==> config.mk <==
export PLATFORM = sky130hd
export DESIGN_NAME = vga_window_compositor
export DESIGN_NICKNAME = d
export VERILOG_FILES = /design/src/rtl/vga_pkg.sv /design/src/rtl/vga_cursor.sv /design/src/rtl/vga_window_compositor.sv
export SDC_FILE = /design/constraint.sdc
export NUM_CORES = 1
export LEC_CHECK = 0
export ABC_AREA = 1
export ABC_CLOCK_PERIOD_IN_PS = 2600
export CAP_MARGIN = 20
export CORE_MARGIN = 3
export CORE_UTILIZATION = 36
export DETAILED_ROUTE_END_ITERATION = 8
export HOLD_SLACK_MARGIN = 0.15
export PLACE_DENSITY = 0.65
export SETUP_SLACK_MARGIN = 0.3
export SLEW_MARGIN = 20
export SYNTH_ARGS = -nofsm -noshare
export SYNTH_HDL_FRONTEND = slang
export SYNTH_SLANG_ARGS = --single-unit
==> constraint.sdc <==
create_clock -name iVGA_CLK -period 2.6 [get_ports iVGA_CLK]
set_clock_uncertainty 0.05 [all_clocks]
set_input_delay 0.52 -clock iVGA_CLK [delete_from_list [all_inputs] [get_ports iVGA_CLK]]
set_output_delay 0.52 -clock iVGA_CLK [all_outputs]
set_load 0.05 [all_outputs]
==> src/rtl/vga_pkg.sv <==
// Shared geometry defaults, counter widths and helpers for the VGA window compositor.
package vga_pkg;

  // Default screen and window geometry.
  localparam int DEF_H_ACTIVE   = 640;
  localparam int DEF_V_ACTIVE   = 480;
  localparam int DEF_WIN_X0     = 120;
  localparam int DEF_WIN_Y0     = 40;
  localparam int DEF_WIN_W      = 400;
  localparam int DEF_WIN_H      = 400;

  // Colour index and cursor defaults.
  localparam int DEF_IDX_W      = 8;
  localparam int DEF_TRANSP_IDX = 0;
  localparam int DEF_CUR_SIZE   = 8;
  localparam int DEF_CUR_IDX    = 255;
  localparam int DEF_CUR_STEP   = 4;

  // Pixel coordinate widths; the X variants carry one spare bit so that
  // "position + size" comparisons never overflow.
  localparam int COL_W = 10;
  localparam int ROW_W = 9;
  localparam int CX_W  = COL_W + 1;
  localparam int RX_W  = ROW_W + 1;

  // Per-pixel control bits that travel down the pipeline beside the index.
  typedef struct packed {
    logic blank_n;  // active video and frame already aligned
    logic hs;
    logic vs;
    logic win_vis;  // inside the window with the window layer enabled
    logic hit;      // covered by the cursor square
  } pix_ctl_t;

  // Smallest address width able to hold 'depth' distinct addresses.
  function automatic int calc_aw(input int depth);
    int w;
    w = 1;
    while ((1 << w) < depth) w = w + 1;
    return w;
  endfunction

endpackage

==> src/rtl/vga_cursor.sv <==
// Cursor square: position register, once-per-frame move on the iVS falling
// edge with clamping to the window, and the per-pixel hit test.
module vga_cursor
  import vga_pkg::*;
#(
  parameter int WIN_X0   = DEF_WIN_X0,
  parameter int WIN_Y0   = DEF_WIN_Y0,
  parameter int WIN_W    = DEF_WIN_W,
  parameter int WIN_H    = DEF_WIN_H,
  parameter int CUR_SIZE = DEF_CUR_SIZE,
  parameter int CUR_STEP = DEF_CUR_STEP
) (
  input  logic             clk,
  input  logic             rst_n,
  input  logic             vs,
  input  logic             up,
  input  logic             down,
  input  logic             left,
  input  logic             right,
  input  logic             en,
  input  logic [COL_W-1:0] col,
  input  logic [ROW_W-1:0] row,
  output logic [ROW_W-1:0] cursor_row,
  output logic [COL_W-1:0] cursor_col,
  output logic             hit
);

  // Legal top-left range keeps the whole square inside the window.
  localparam logic [CX_W-1:0] COL_MIN  = CX_W'(WIN_X0);
  localparam logic [CX_W-1:0] COL_MAX  = CX_W'(WIN_X0 + WIN_W - CUR_SIZE);
  localparam logic [CX_W-1:0] COL_STEP = CX_W'(CUR_STEP);
  localparam logic [CX_W-1:0] COL_SIZE = CX_W'(CUR_SIZE);
  localparam logic [RX_W-1:0] ROW_MIN  = RX_W'(WIN_Y0);
  localparam logic [RX_W-1:0] ROW_MAX  = RX_W'(WIN_Y0 + WIN_H - CUR_SIZE);
  localparam logic [RX_W-1:0] ROW_STEP = RX_W'(CUR_STEP);
  localparam logic [RX_W-1:0] ROW_SIZE = RX_W'(CUR_SIZE);

  // Reset position centres the square in the window.
  localparam logic [COL_W-1:0] COL_HOME = COL_W'(WIN_X0 + ((WIN_W - CUR_SIZE) >> 1));
  localparam logic [ROW_W-1:0] ROW_HOME = ROW_W'(WIN_Y0 + ((WIN_H - CUR_SIZE) >> 1));

  logic            vs_q;
  logic            vs_fall;
  logic [CX_W-1:0] col_x;
  logic [CX_W-1:0] col_nxt;
  logic [RX_W-1:0] row_x;
  logic [RX_W-1:0] row_nxt;

  assign vs_fall = vs_q & ~vs;

  // Candidate next position; opposing directions cancel, edges saturate.
  always_comb begin
    col_x   = {1'b0, cursor_col};
    row_x   = {1'b0, cursor_row};
    col_nxt = col_x;
    row_nxt = row_x;
    if (right && !left) begin
      col_nxt = (col_x + COL_STEP > COL_MAX) ? COL_MAX : col_x + COL_STEP;
    end else if (left && !right) begin
      col_nxt = (col_x < COL_MIN + COL_STEP) ? COL_MIN : col_x - COL_STEP;
    end
    if (down && !up) begin
      row_nxt = (row_x + ROW_STEP > ROW_MAX) ? ROW_MAX : row_x + ROW_STEP;
    end else if (up && !down) begin
      row_nxt = (row_x < ROW_MIN + ROW_STEP) ? ROW_MIN : row_x - ROW_STEP;
    end
  end

  // Position register, updated only on the cycle iVS falls.
  always_ff @(posedge clk) begin
    if (!rst_n) begin
      vs_q       <= 1'b0;
      cursor_col <= COL_HOME;
      cursor_row <= ROW_HOME;
    end else begin
      vs_q <= vs;
      if (vs_fall) begin
        cursor_col <= col_nxt[COL_W-1:0];
        cursor_row <= row_nxt[ROW_W-1:0];
      end
    end
  end

  // Hit test for the current pixel, only where the window layer is visible.
  assign hit = en &&
               ({1'b0, col} >= col_x) && ({1'b0, col} < col_x + COL_SIZE) &&
               ({1'b0, row} >= row_x) && ({1'b0, row} < row_x + ROW_SIZE);

endmodule

==> src/rtl/vga_window_compositor.sv <==
// Composites background, a ROM-backed image window and a movable cursor into
// one palette index stream, three cycles behind the sync-generator inputs.
module vga_window_compositor
  import vga_pkg::*;
#(
  parameter int H_ACTIVE   = DEF_H_ACTIVE,
  parameter int V_ACTIVE   = DEF_V_ACTIVE,
  parameter int WIN_X0     = DEF_WIN_X0,
  parameter int WIN_Y0     = DEF_WIN_Y0,
  parameter int WIN_W      = DEF_WIN_W,
  parameter int WIN_H      = DEF_WIN_H,
  parameter int IDX_W      = DEF_IDX_W,
  parameter int TRANSP_IDX = DEF_TRANSP_IDX,
  parameter int CUR_SIZE   = DEF_CUR_SIZE,
  parameter int CUR_IDX    = DEF_CUR_IDX,
  parameter int CUR_STEP   = DEF_CUR_STEP,
  localparam int AW        = calc_aw(WIN_W * WIN_H)
) (
  input  logic             iVGA_CLK,
  input  logic             iRST_n,
  input  logic             iBLANK_n,
  input  logic             iHS,
  input  logic             iVS,
  input  logic             up,
  input  logic             down,
  input  logic             left,
  input  logic             right,
  input  logic             win_en,
  input  logic [IDX_W-1:0] bg_index,
  output logic [AW-1:0]    win_addr,
  input  logic [IDX_W-1:0] win_q,
  output logic [IDX_W-1:0] oIndex,
  output logic             oBLANK_n,
  output logic             oHS,
  output logic             oVS,
  output logic [8:0]       cursor_row,
  output logic [9:0]       cursor_col
);

  localparam logic [COL_W-1:0] COL_LAST  = COL_W'(H_ACTIVE - 1);
  localparam logic [ROW_W-1:0] ROW_LAST  = ROW_W'(V_ACTIVE - 1);
  localparam logic [CX_W-1:0]  WX_LO     = CX_W'(WIN_X0);
  localparam logic [CX_W-1:0]  WX_HI     = CX_W'(WIN_X0 + WIN_W);
  localparam logic [RX_W-1:0]  WY_LO     = RX_W'(WIN_Y0);
  localparam logic [RX_W-1:0]  WY_HI     = RX_W'(WIN_Y0 + WIN_H);
  localparam logic [AW-1:0]    ADDR_LAST = AW'(WIN_W * WIN_H - 1);
  localparam logic [IDX_W-1:0] IDX_TRANSP = IDX_W'(TRANSP_IDX);
  localparam logic [IDX_W-1:0] IDX_CURSOR = IDX_W'(CUR_IDX);

  logic [COL_W-1:0] col;
  logic [ROW_W-1:0] row;
  logic             synced;
  logic             pix_valid;
  logic             in_win;
  logic             win_vis;
  logic             cur_hit;
  logic [AW-1:0]    addr_cnt;
  pix_ctl_t         s0_ctl;
  pix_ctl_t         s1_ctl;
  pix_ctl_t         s2_ctl;
  logic [IDX_W-1:0] s1_bg;
  logic [IDX_W-1:0] s2_bg;

  // After reset nothing is shown until an iVS low realigns the counters,
  // so a frame interrupted by reset is blanked rather than drawn misplaced.
  assign pix_valid = iBLANK_n & synced;

  assign in_win = pix_valid &&
                  ({1'b0, col} >= WX_LO) && ({1'b0, col} < WX_HI) &&
                  ({1'b0, row} >= WY_LO) && ({1'b0, row} < WY_HI);

  // The cursor is part of the window layer, so it disappears with win_en.
  assign win_vis = in_win & win_en;

  assign s0_ctl = '{blank_n: pix_valid, hs: iHS, vs: iVS, win_vis: win_vis, hit: cur_hit};

  // Frame alignment flag: set by the first iVS low after reset.
  always_ff @(posedge iVGA_CLK) begin
    if (!iRST_n) begin
      synced <= 1'b0;
    end else if (!iVS) begin
      synced <= 1'b1;
    end
  end

  // Raster position of the current pixel; cleared throughout vertical sync.
  always_ff @(posedge iVGA_CLK) begin
    if (!iRST_n || !iVS) begin
      col <= '0;
      row <= '0;
    end else if (iBLANK_n) begin
      if (col == COL_LAST) begin
        col <= '0;
        row <= (row == ROW_LAST) ? '0 : row + 1'b1;
      end else begin
        col <= col + 1'b1;
      end
    end
  end

  // Window address: addr_cnt is the address of the next window pixel, and
  // win_addr registers it for the ROM so data returns two cycles after the pixel.
  always_ff @(posedge iVGA_CLK) begin
    if (!iRST_n || !iVS) begin
      addr_cnt <= '0;
      win_addr <= '0;
    end else if (in_win) begin
      win_addr <= addr_cnt;
      addr_cnt <= (addr_cnt == ADDR_LAST) ? '0 : addr_cnt + 1'b1;
    end
  end

  // Two delay stages that line control bits and background up with win_q.
  always_ff @(posedge iVGA_CLK) begin
    if (!iRST_n) begin
      s1_ctl <= '0;
      s2_ctl <= '0;
      s1_bg  <= '0;
      s2_bg  <= '0;
    end else begin
      s1_ctl <= s0_ctl;
      s2_ctl <= s1_ctl;
      s1_bg  <= bg_index;
      s2_bg  <= s1_bg;
    end
  end

  // Output stage: layer priority blank > cursor > opaque window > background.
  always_ff @(posedge iVGA_CLK) begin
    if (!iRST_n) begin
      oIndex   <= '0;
      oBLANK_n <= 1'b0;
      oHS      <= 1'b0;
      oVS      <= 1'b0;
    end else begin
      oBLANK_n <= s2_ctl.blank_n;
      oHS      <= s2_ctl.hs;
      oVS      <= s2_ctl.vs;
      if (!s2_ctl.blank_n) begin
        oIndex <= '0;
      end else if (s2_ctl.hit) begin
        oIndex <= IDX_CURSOR;
      end else if (s2_ctl.win_vis && (win_q != IDX_TRANSP)) begin
        oIndex <= win_q;
      end else begin
        oIndex <= s2_bg;
      end
    end
  end

  vga_cursor #(
    .WIN_X0   (WIN_X0),
    .WIN_Y0   (WIN_Y0),
    .WIN_W    (WIN_W),
    .WIN_H    (WIN_H),
    .CUR_SIZE (CUR_SIZE),
    .CUR_STEP (CUR_STEP)
  ) u_cursor (
    .clk        (iVGA_CLK),
    .rst_n      (iRST_n),
    .vs         (iVS),
    .up         (up),
    .down       (down),
    .left       (left),
    .right      (right),
    .en         (win_vis),
    .col        (col),
    .row        (row),
    .cursor_row (cursor_row),
    .cursor_col (cursor_col),
    .hit        (cur_hit)
  );

endmodule

# == Word-level counts from Yosys, hierarchy flattened ==
# Index checks and enable logic that the tools add are counted.
# totals
reg_bits,112
input_bits,26
# op_classes
addsub,9
n_lt_le_gt_ge,12
eq_ne,3
mux,13
bitwise_logic,4
n_reduce_logical,27
# ops
cell,n
2-to-1 mux 10 bit,5
2-to-1 mux 9 bit,5
"adder 18 x 1 -> 18 bit, second input constant",1
"equality test 18 bit, second input constant",1
2-to-1 mux 18 bit,1
2-to-1 mux 8 bit,2
logical AND 1 bit,13
"adder 10 x 3 -> 11 bit, second input constant",1
"adder 10 x 4 -> 11 bit, second input constant",1
"greater-than comparator 11 x 10 -> 1 bit, second input constant",1
< comparator 10 x 11 -> 1 bit,1
"adder 10 x 1 -> 10 bit, second input constant",1
"adder 9 x 3 -> 10 bit, second input constant",1
"adder 9 x 4 -> 10 bit, second input constant",1
"equality test 10 bit, second input constant",1
greater-or-equal comparator 10 bit,1
"greater-or-equal comparator 10 x 7 -> 1 bit, second input constant",1
"greater-than comparator 10 x 9 -> 1 bit, second input constant",1
"< comparator 10 bit, second input constant",1
"< comparator 10 x 7 -> 1 bit, second input constant",1
< comparator 9 x 10 -> 1 bit,1
"subtractor 10 x 3 -> 10 bit, second input constant",1
"adder 9 x 1 -> 9 bit, second input constant",1
"equality test 9 bit, second input constant",1
12 further kinds,23

# == Depth between registers and ports, before layout ==
# Gate-level depths: netlist (run 1).
# depth
depth_word,10
depth_mapped,14
ltp_nobuf,14

# == Cells and area by module ==
# A second synthesis (run 1) with hierarchy kept.
# unflattened
hier_cells,955
area_unflattened_um2,6483.7
# modules_own_cells
module,n_inst,cells_each,area_each_um2
vga_window_compositor,1,585,4058.9
vga_cursor,1,370,2424.8

# == Least setup slack after synthesis (run 1) ==
# Ideal clock, no wire load.
# synth_timing
kind,reg2reg
start,register u_cursor.cursor_col[8]
end,register s1_ctl[0] (netlist bit)
t_arrival_ps,2288
required_time_ps,2486
path_slack_ps,198
path_stages_with_launch,13
period_less_slack_ps,2402
path_cell_list,dfxtp_1 clkinv_1 nor3_2 nand2_1 xor2_1 ha_1 inv_1 nor2_1 o21ai_0 nand3b_1 nor2_1 nand3_1 nor2_1
# synth_between
elab_chain_len,5
# synth_lines
element,line_no,source
from (decl),vga_cursor.sv:24,"output logic [COL_W-1:0] cursor_col,"
from (signal assigned),vga_cursor.sv:78,cursor_col <= col_nxt[COL_W-1:0];
adder 10 x 4 -> 11 bit / greater-or-equal comparator 10 bit (equally long branches),vga_cursor.sv:86,"({1'b0, col} >= col_x) && ({1'b0, col} < col_x + COL_SIZE) &&"
< comparator 10 x 11 -> 1 bit / logical AND 1 bit (equally long branches),"vga_cursor.sv:86, vga_cursor.sv:85",
logical AND 1 bit * (2 in a row),vga_cursor.sv:86,
logical AND 1 bit *,vga_cursor.sv:87,"({1'b0, row} >= row_x) && ({1'b0, row} < row_x + ROW_SIZE);"
to (signal assigned),vga_window_compositor.sv:121,s1_ctl <= s0_ctl;
to (decl),vga_window_compositor.sv:59,pix_ctl_t s1_ctl;
# Every way passes the cells marked *; elsewhere a longest branch is shown, timed or not.
# A chain may end at the register's enable or synchronous reset.

# == Final worst setup path (run 1) ==
# layout_timing
start,register u_cursor.cursor_row[7]
end,output cursor_row[7]
# layout_rtl
element,line_no,source
from (decl),vga_cursor.sv:23,"output logic [ROW_W-1:0] cursor_row,"
from (signal assigned),vga_cursor.sv:79,cursor_row <= row_nxt[ROW_W-1:0];
to (decl),vga_window_compositor.sv:36,"output logic [8:0] cursor_row,"
# No word-level cell between the ends.

==> out/qor.yml, run 1 <==
clock_tree:
  htree_num_levels: 3
  holdBufCountCts: 0
  clk_pin_slew_ns: 0.08
  cts.sinks: 108
  root_buffer: "clkbuf_16"
  worstSkewPairLatency_ns: 0.35
  cts_made_buffers: 9
  cts_tree: "yes"
  cts_buffer_depth: 2
timing:
  drv_slew: 0
  layout_min_cycle_time_ns: 2.245
  setup_violations: 0
  fin_tns_setup_ns: 0
  rsz0062_at_grt: "true"
  fmax_mhz: 445.5
  maxSlewHeadroom_pct: 65.01
  fin_crit_sh_pct: 86.33
  whs_ns: 0.3647
  tightest_slew_ns: 0.5233
  final-hold-violation-count: 0
placed_design:
  io_buffers: 69
  post-dp-hpwl_um: 10620
  gp_congestion: 0.8622
worst_hold_path:
  hold_end: "s2_ctl[3]$_SDFF_PN0_"
  min_from: "s1_ctl[3]$_SDFF_PN0_"
  hold_path_class: "flop to flop"
  hold_depth: 2
drt:
  ant_nets: 0
  drt-vias-per-instance: 4.744
  vias: 5498
  first_iter_violations: 411
  post_drt_wl_per_cell_um: 12.29
  routed_wl_um: 14240
  drc_errors: 0
  first_pass_iters: 5
worst_setup_path:
  rr_worst_depth: 12
  r2r-end: "s1_ctl[0]$_SDFF_PN0_"
  regToRegSetupSlack_ns: 0.46
  r2r-start: "u_cursor.cursor_col[5]$_SDFFE_PN1P_"
  start_kind: "flop"
  critical_path.max_stage_delay_ns: 0.85
  crit_cells: 1
  cp-end-kind: "primary output"
  critPathSlowestCell: "clkdlybuf4s50_1"
  required_ns: 2.03
  path_cells: "clkdlybuf4s50_1"
  worstPathMaxFanout: 7
  worstSetupPathType: "flop to primary output"
  crit_family: "buffers and inverters"
  critPathBufInv: 1
  arrival_ns: 1.67
logic_synthesis:
  synth_top_area_cell: "dfxtp_1"
  synth_area_leaders: "dfxtp_1 (36%), nand2_1 (14%), ha_1 (9.6%)"
  synth_common_cells: "nand2_1 (218), inv_1 (112), dfxtp_1 (108)"
  synth_top_area_share_pct: 35.96
  syn_inst: 861
  ys_seq_area_share_pct: 35.96
  synth_edf_count: 0
  synth_top_flop_cell: "dfxtp_1"
  synth.cell_area_sq_um: 6013
  async_reset_ff_share_pct: 0
  synth_cell_types: 38
  ys_ff_latch: 108
  synth.avg_cell_area_sq_um: 6.984
  yosys.cell_count.top_type: "nand2_1"
  yosysWarnings: 0
power:
  power_per_cell_area_nw_per_um2: 477.8
  ir_drop_v: 0.0003465
  total_leakage_power_nw: 3.276
floorplan:
  dieWidth_um: 135.2
  io_pins: 74
  die_area_sq_um: 18290
  start_util_pct: 37.31
  die_h_um: 135.2
  coreArea_sq_um: 16120
  row_count: 46
status:
  outcome: "complete, no violations"
final_layout:
  diodes: 0
  layout-drive-gt1-share_pct: 6.469
  final_util_pct: 45.52
  area_growth_syn_to_layout_pct: 21.99
  fillCellCount: 1609
  nets: 1010
global_route:
  grt_overflow: 0
  grt_pass1_vias: 5089
  grt_pass1_wl_um: 23960
  grt_antenna_before_repair: 0
  grt_max_degree: 34
  track_usage_pct: 15.86
run:
  drv_cap: 0
-- state kept, by name (all words and copies together) (netlist names) --
name,cells
synced,1
oBLANK_n,1
oIndex,8
u_cursor.vs_q,1
u_cursor.cursor_row,7
s2_bg,8
s1_ctl,4
s1_bg,8
win_addr,18
oVS,1
col,10
addr_cnt,18
row,9
u_cursor.cursor_col,8
s2_ctl,5
oHS,1
-- how the worst max path moves through the flow --
stage / start / to / slack [ns]
final: u_cursor.cursor_row[7]$_SDFFE_PN1P_ / cursor_row[7] / 0.36
after global routing: u_cursor.cursor_col[5]$_SDFFE_PN1P_ / s1_ctl[0]$_SDFF_PN0_ / 0.28
after CTS: u_cursor.cursor_col[7]$_SDFFE_PN0P_ / s1_ctl[0]$_SDFF_PN0_ / 0.28
after detailed placement: iBLANK_n / win_addr[11]$_SDFFE_PP0N_ / 0.24
after global placement: u_cursor.cursor_col[5]$_SDFFE_PN1P_ / s1_ctl[0]$_SDFF_PN0_ / 0.29
after floorplan: u_cursor.cursor_col[6]$_SDFFE_PN0P_ / s1_ctl[0]$_SDFF_PN0_ / 0.32
-- tightest hold or removal path, stage by stage, from the launching register on --
cell	delay [ns]
dfxtp_1	0.31
nand2_1	0.05
inv_1	0.04
-- where the power goes --
group / total (W) / internal (W) / switching, W
sequential: 0.00170 / 0.00168 / 0.0000236
combinational: 0.000334 / 0.000128 / 0.000206
clock: 0.00147 / 0.000775 / 0.000693
total: 0.00351 / 0.00258 / 0.000922
-- per-layer routing --
metal	vias up	wire length, um	track usage [%]
met1	2435	7036	21.48
met2	104	6376	25.30
met4	0	287	5.375
li1	2939	-	-
met3	20	545	3.158
met5	-	0	0
-- cell usage in the layout, fill, tap and decap left out, types with 22 or more instances in the layout --
master,n
nor2_1,72
nor3_1,22
dfxtp_1,104
ha_1,45
a21oi_1,66
xor2_1,24
clkdlybuf4s50_1,62
inv_1,112
nand3_1,50
nand2_1,218
o21ai_0,39
-- what timing repair did --
action,4_1_cts,5_1_grt
setup buffers,0,3
pin swaps,0,1
gates resized for setup,6,8
setup endpoints to repair,6,2
-- final cells by class --
| cell class | instances | area [sq um] | share of cell area, % |
|---|---|---|---|
| well taps | 216 | 270.3 | 3.684 |
| clock buffers | 9 | 225.2 | 3.070 |
| multi-input cells | 612 | 3292 | 44.87 |
| flip-flops and latches | 108 | 2170 | 29.58 |
| clock inverters | 7 | 92.59 | 1.262 |
| repair buffers | 90 | 847.1 | 11.55 |
| inverters | 117 | 439.2 | 5.987 |
-- cell families after synthesis --
| family | Yosys count | synth area share, % |
|---|---|---|
| compound gates | 127 | 11.36 |
| xor+xnor | 29 | 4.224 |
| fa+ha+maj | 46 | 9.571 |
| buf+inv | 144 | 9.696 |
| flops | 108 | 35.95 |
| other cells | 1 | 0.06236 |
| simple gates | 406 | 29.13 |
-- through the flow --
step | total power, W | instance area (sq um) | worst slack [ns] | std cells
2_1_floorplan | 0.001964 | 6028 | 0.3159 | 864
3_3_place_gp | 0.002077 | 6980 | 0.2868 | 1140
3_5_place_dp | 0.002077 | 6980 | 0.2380 | 1140
4_1_cts | 0.003544 | 7295 | 0.2815 | 1156
5_1_grt | 0.003651 | 7336 | 0.2818 | 1159
6_report | 0.003505 | 7336 | 0.3554 | 1159
No activity file was read; power rests on OpenSTA's default activity.
==> run 2: changes to the inputs <==
Settings changed: CAP_MARGIN 20 to 0, MAX_ROUTING_LAYER from default to met4.
==> run 2 against run 1 <==
Net effect: first-iteration DRC count rose by 6.8%; non-clock buffer count is 1 higher; clock power about the same; routed wire length is 0.71% higher; sequential share of layout area about the same; sequential power about the same; hold slack about the same; flip-flop and latch count unchanged; combinational power about the same; highest routed layer unchanged.
==> out/qor.yml, run 2 (synthesized netlist as in run 1, its figures left out) <==
drt:
  vias: 5524
  routed_wl_um: 14350
  drc_errors: 0
  first_iter_violations: 439
  drt-vias-per-instance: 4.762
  first_pass_iters: 5
  post_drt_wl_per_cell_um: 12.37
  ant_nets: 0
worst_hold_path:
  hold_path_class: "flop to flop"
  min_from: "s1_ctl[3]$_SDFF_PN0_"
placed_design:
  post-dp-hpwl_um: 10620
  dpl_cell_area_sq_um: 6980
  io_buffers: 69
  gp_congestion: 0.8761
power:
  total_leakage_power_nw: 3.280
  power_per_cell_area_nw_per_um2: 477.6
  ir_drop_v: 0.0003504
  power_w: 0.003507
final_layout:
  reg.largest.list: "addr_cnt x18, win_addr x18, col x10"
  final_cell_mix: "nand2_1 (218), inv_1 (112), dfxtp_1 (104)"
  nets: 1011
  diodes: 0
  final_common_cell: "nand2_1"
  layout-drive-gt1-share_pct: 6.568
  area_growth_syn_to_layout_pct: 22.12
  stdcell_area_sq_um: 7343
clock_tree:
  cts_tree: "yes"
  cts_buffer_depth: 2
  cts.sinks: 108
  root_buffer: "clkbuf_16"
  cts_made_buffers: 9
  htree_num_levels: 3
  clk_pin_slew_ns: 0.08
  worstSkewPairLatency_ns: 0.36
worst_setup_path:
  critical_path.max_stage_delay_ns: 0.86
  arrival_ns: 1.68
  r2r-start: "u_cursor.cursor_col[5]$_SDFFE_PN1P_"
  required_ns: 2.03
  start_kind: "flop"
  crit_family: "buffers and inverters"
  regToRegSetupSlack_ns: 0.46
  worstPathMaxFanout: 7
  path_cells: "clkdlybuf4s50_1"
  critPathBufInv: 1
  critPathSlowestCell: "clkdlybuf4s50_1"
  cp-end-kind: "primary output"
  startpoint: "u_cursor.cursor_row[7]$_SDFFE_PN1P_"
  worstSetupPathType: "flop to primary output"
floorplan:
  die_h_um: 135.2
  dieWidth_um: 135.2
  coreArea_sq_um: 16120
  die_area_sq_um: 18290
  io_pins: 74
  start_util_pct: 37.31
  row_count: 46
timing:
  rsz0062_at_grt: "true"
  fin_crit_sh_pct: 86.71
  whs_ns: 0.3649
  fmax_mhz: 443.6
  layout_min_cycle_time_ns: 2.254
  drv_slew: 0
  tightest_slew_ns: 0.5231
  fin_tns_setup_ns: 0
  setup_violations: 0
  maxSlewHeadroom_pct: 65.02
  final-hold-violation-count: 0
global_route:
  grt_pass1_wl_um: 23990
  grt_antenna_before_repair: 0
  grt_max_degree: 34
  track_usage_pct: 16.34
  grt_pass1_vias: 5077
  grt_overflow: 0
status:
  outcome: "complete, no violations"
run:
  drv_cap: 0
## run 2: metrics by stage
step | std cells | worst slack [ns] | utilization (%)
floorplan | 864 | 0.3159 | -
global placement | 1140 | 0.2868 | 43.32
detailed placement | 1140 | 0.2380 | 43.32
CTS | 1156 | 0.2815 | 45.26
global route | 1160 | 0.2856 | 45.57
finish | 1160 | 0.3457 | 45.57
## run 2: repair_timing
item	4_1_cts	5_1_grt
endpoints found under the setup margin	6	2
hold buffers	0	0
setup buffers	0	4
pin swaps	0	1
resized for setup	6	8
gates cloned	0	0
## run 2: layer usage
layer  GRT usage, %  vias up  wire [um]  share of wire, %
li1               -     2944          -                 -
met1          21.69     2442       7033                49
met2          25.17      117       6423                45
met3          2.675       21        582               4.1
met4          6.047        0        307               2.1
met5              -        -          0                 0
## run 2: where the power goes
part	switching [W]	internal (W)	total (W)
Sequential	0.0000236	0.00168	0.00170
Combinational	0.000207	0.000129	0.000335
Clock	0.000693	0.000775	0.00147
## run 2: final cells by class
class / count / area [sq um]
fill: 1608 / 8772
tap: 216 / 270.3
timing repair buffer: 91 / 854.6
inverter: 117 / 439.2
clock buffer: 9 / 225.2
sequential: 108 / 2170
clock inverter: 7 / 92.59
multi-input combinational: 612 / 3292
## run 2: final timing paths
kind,cells past startpoint,endpoint
setup reg to reg,12,s1_ctl[0]$_SDFF_PN0_
hold / removal,2,s2_ctl[3]$_SDFF_PN0_
setup / recovery,1,cursor_row[7]
hold reg to reg,2,s2_ctl[3]$_SDFF_PN0_
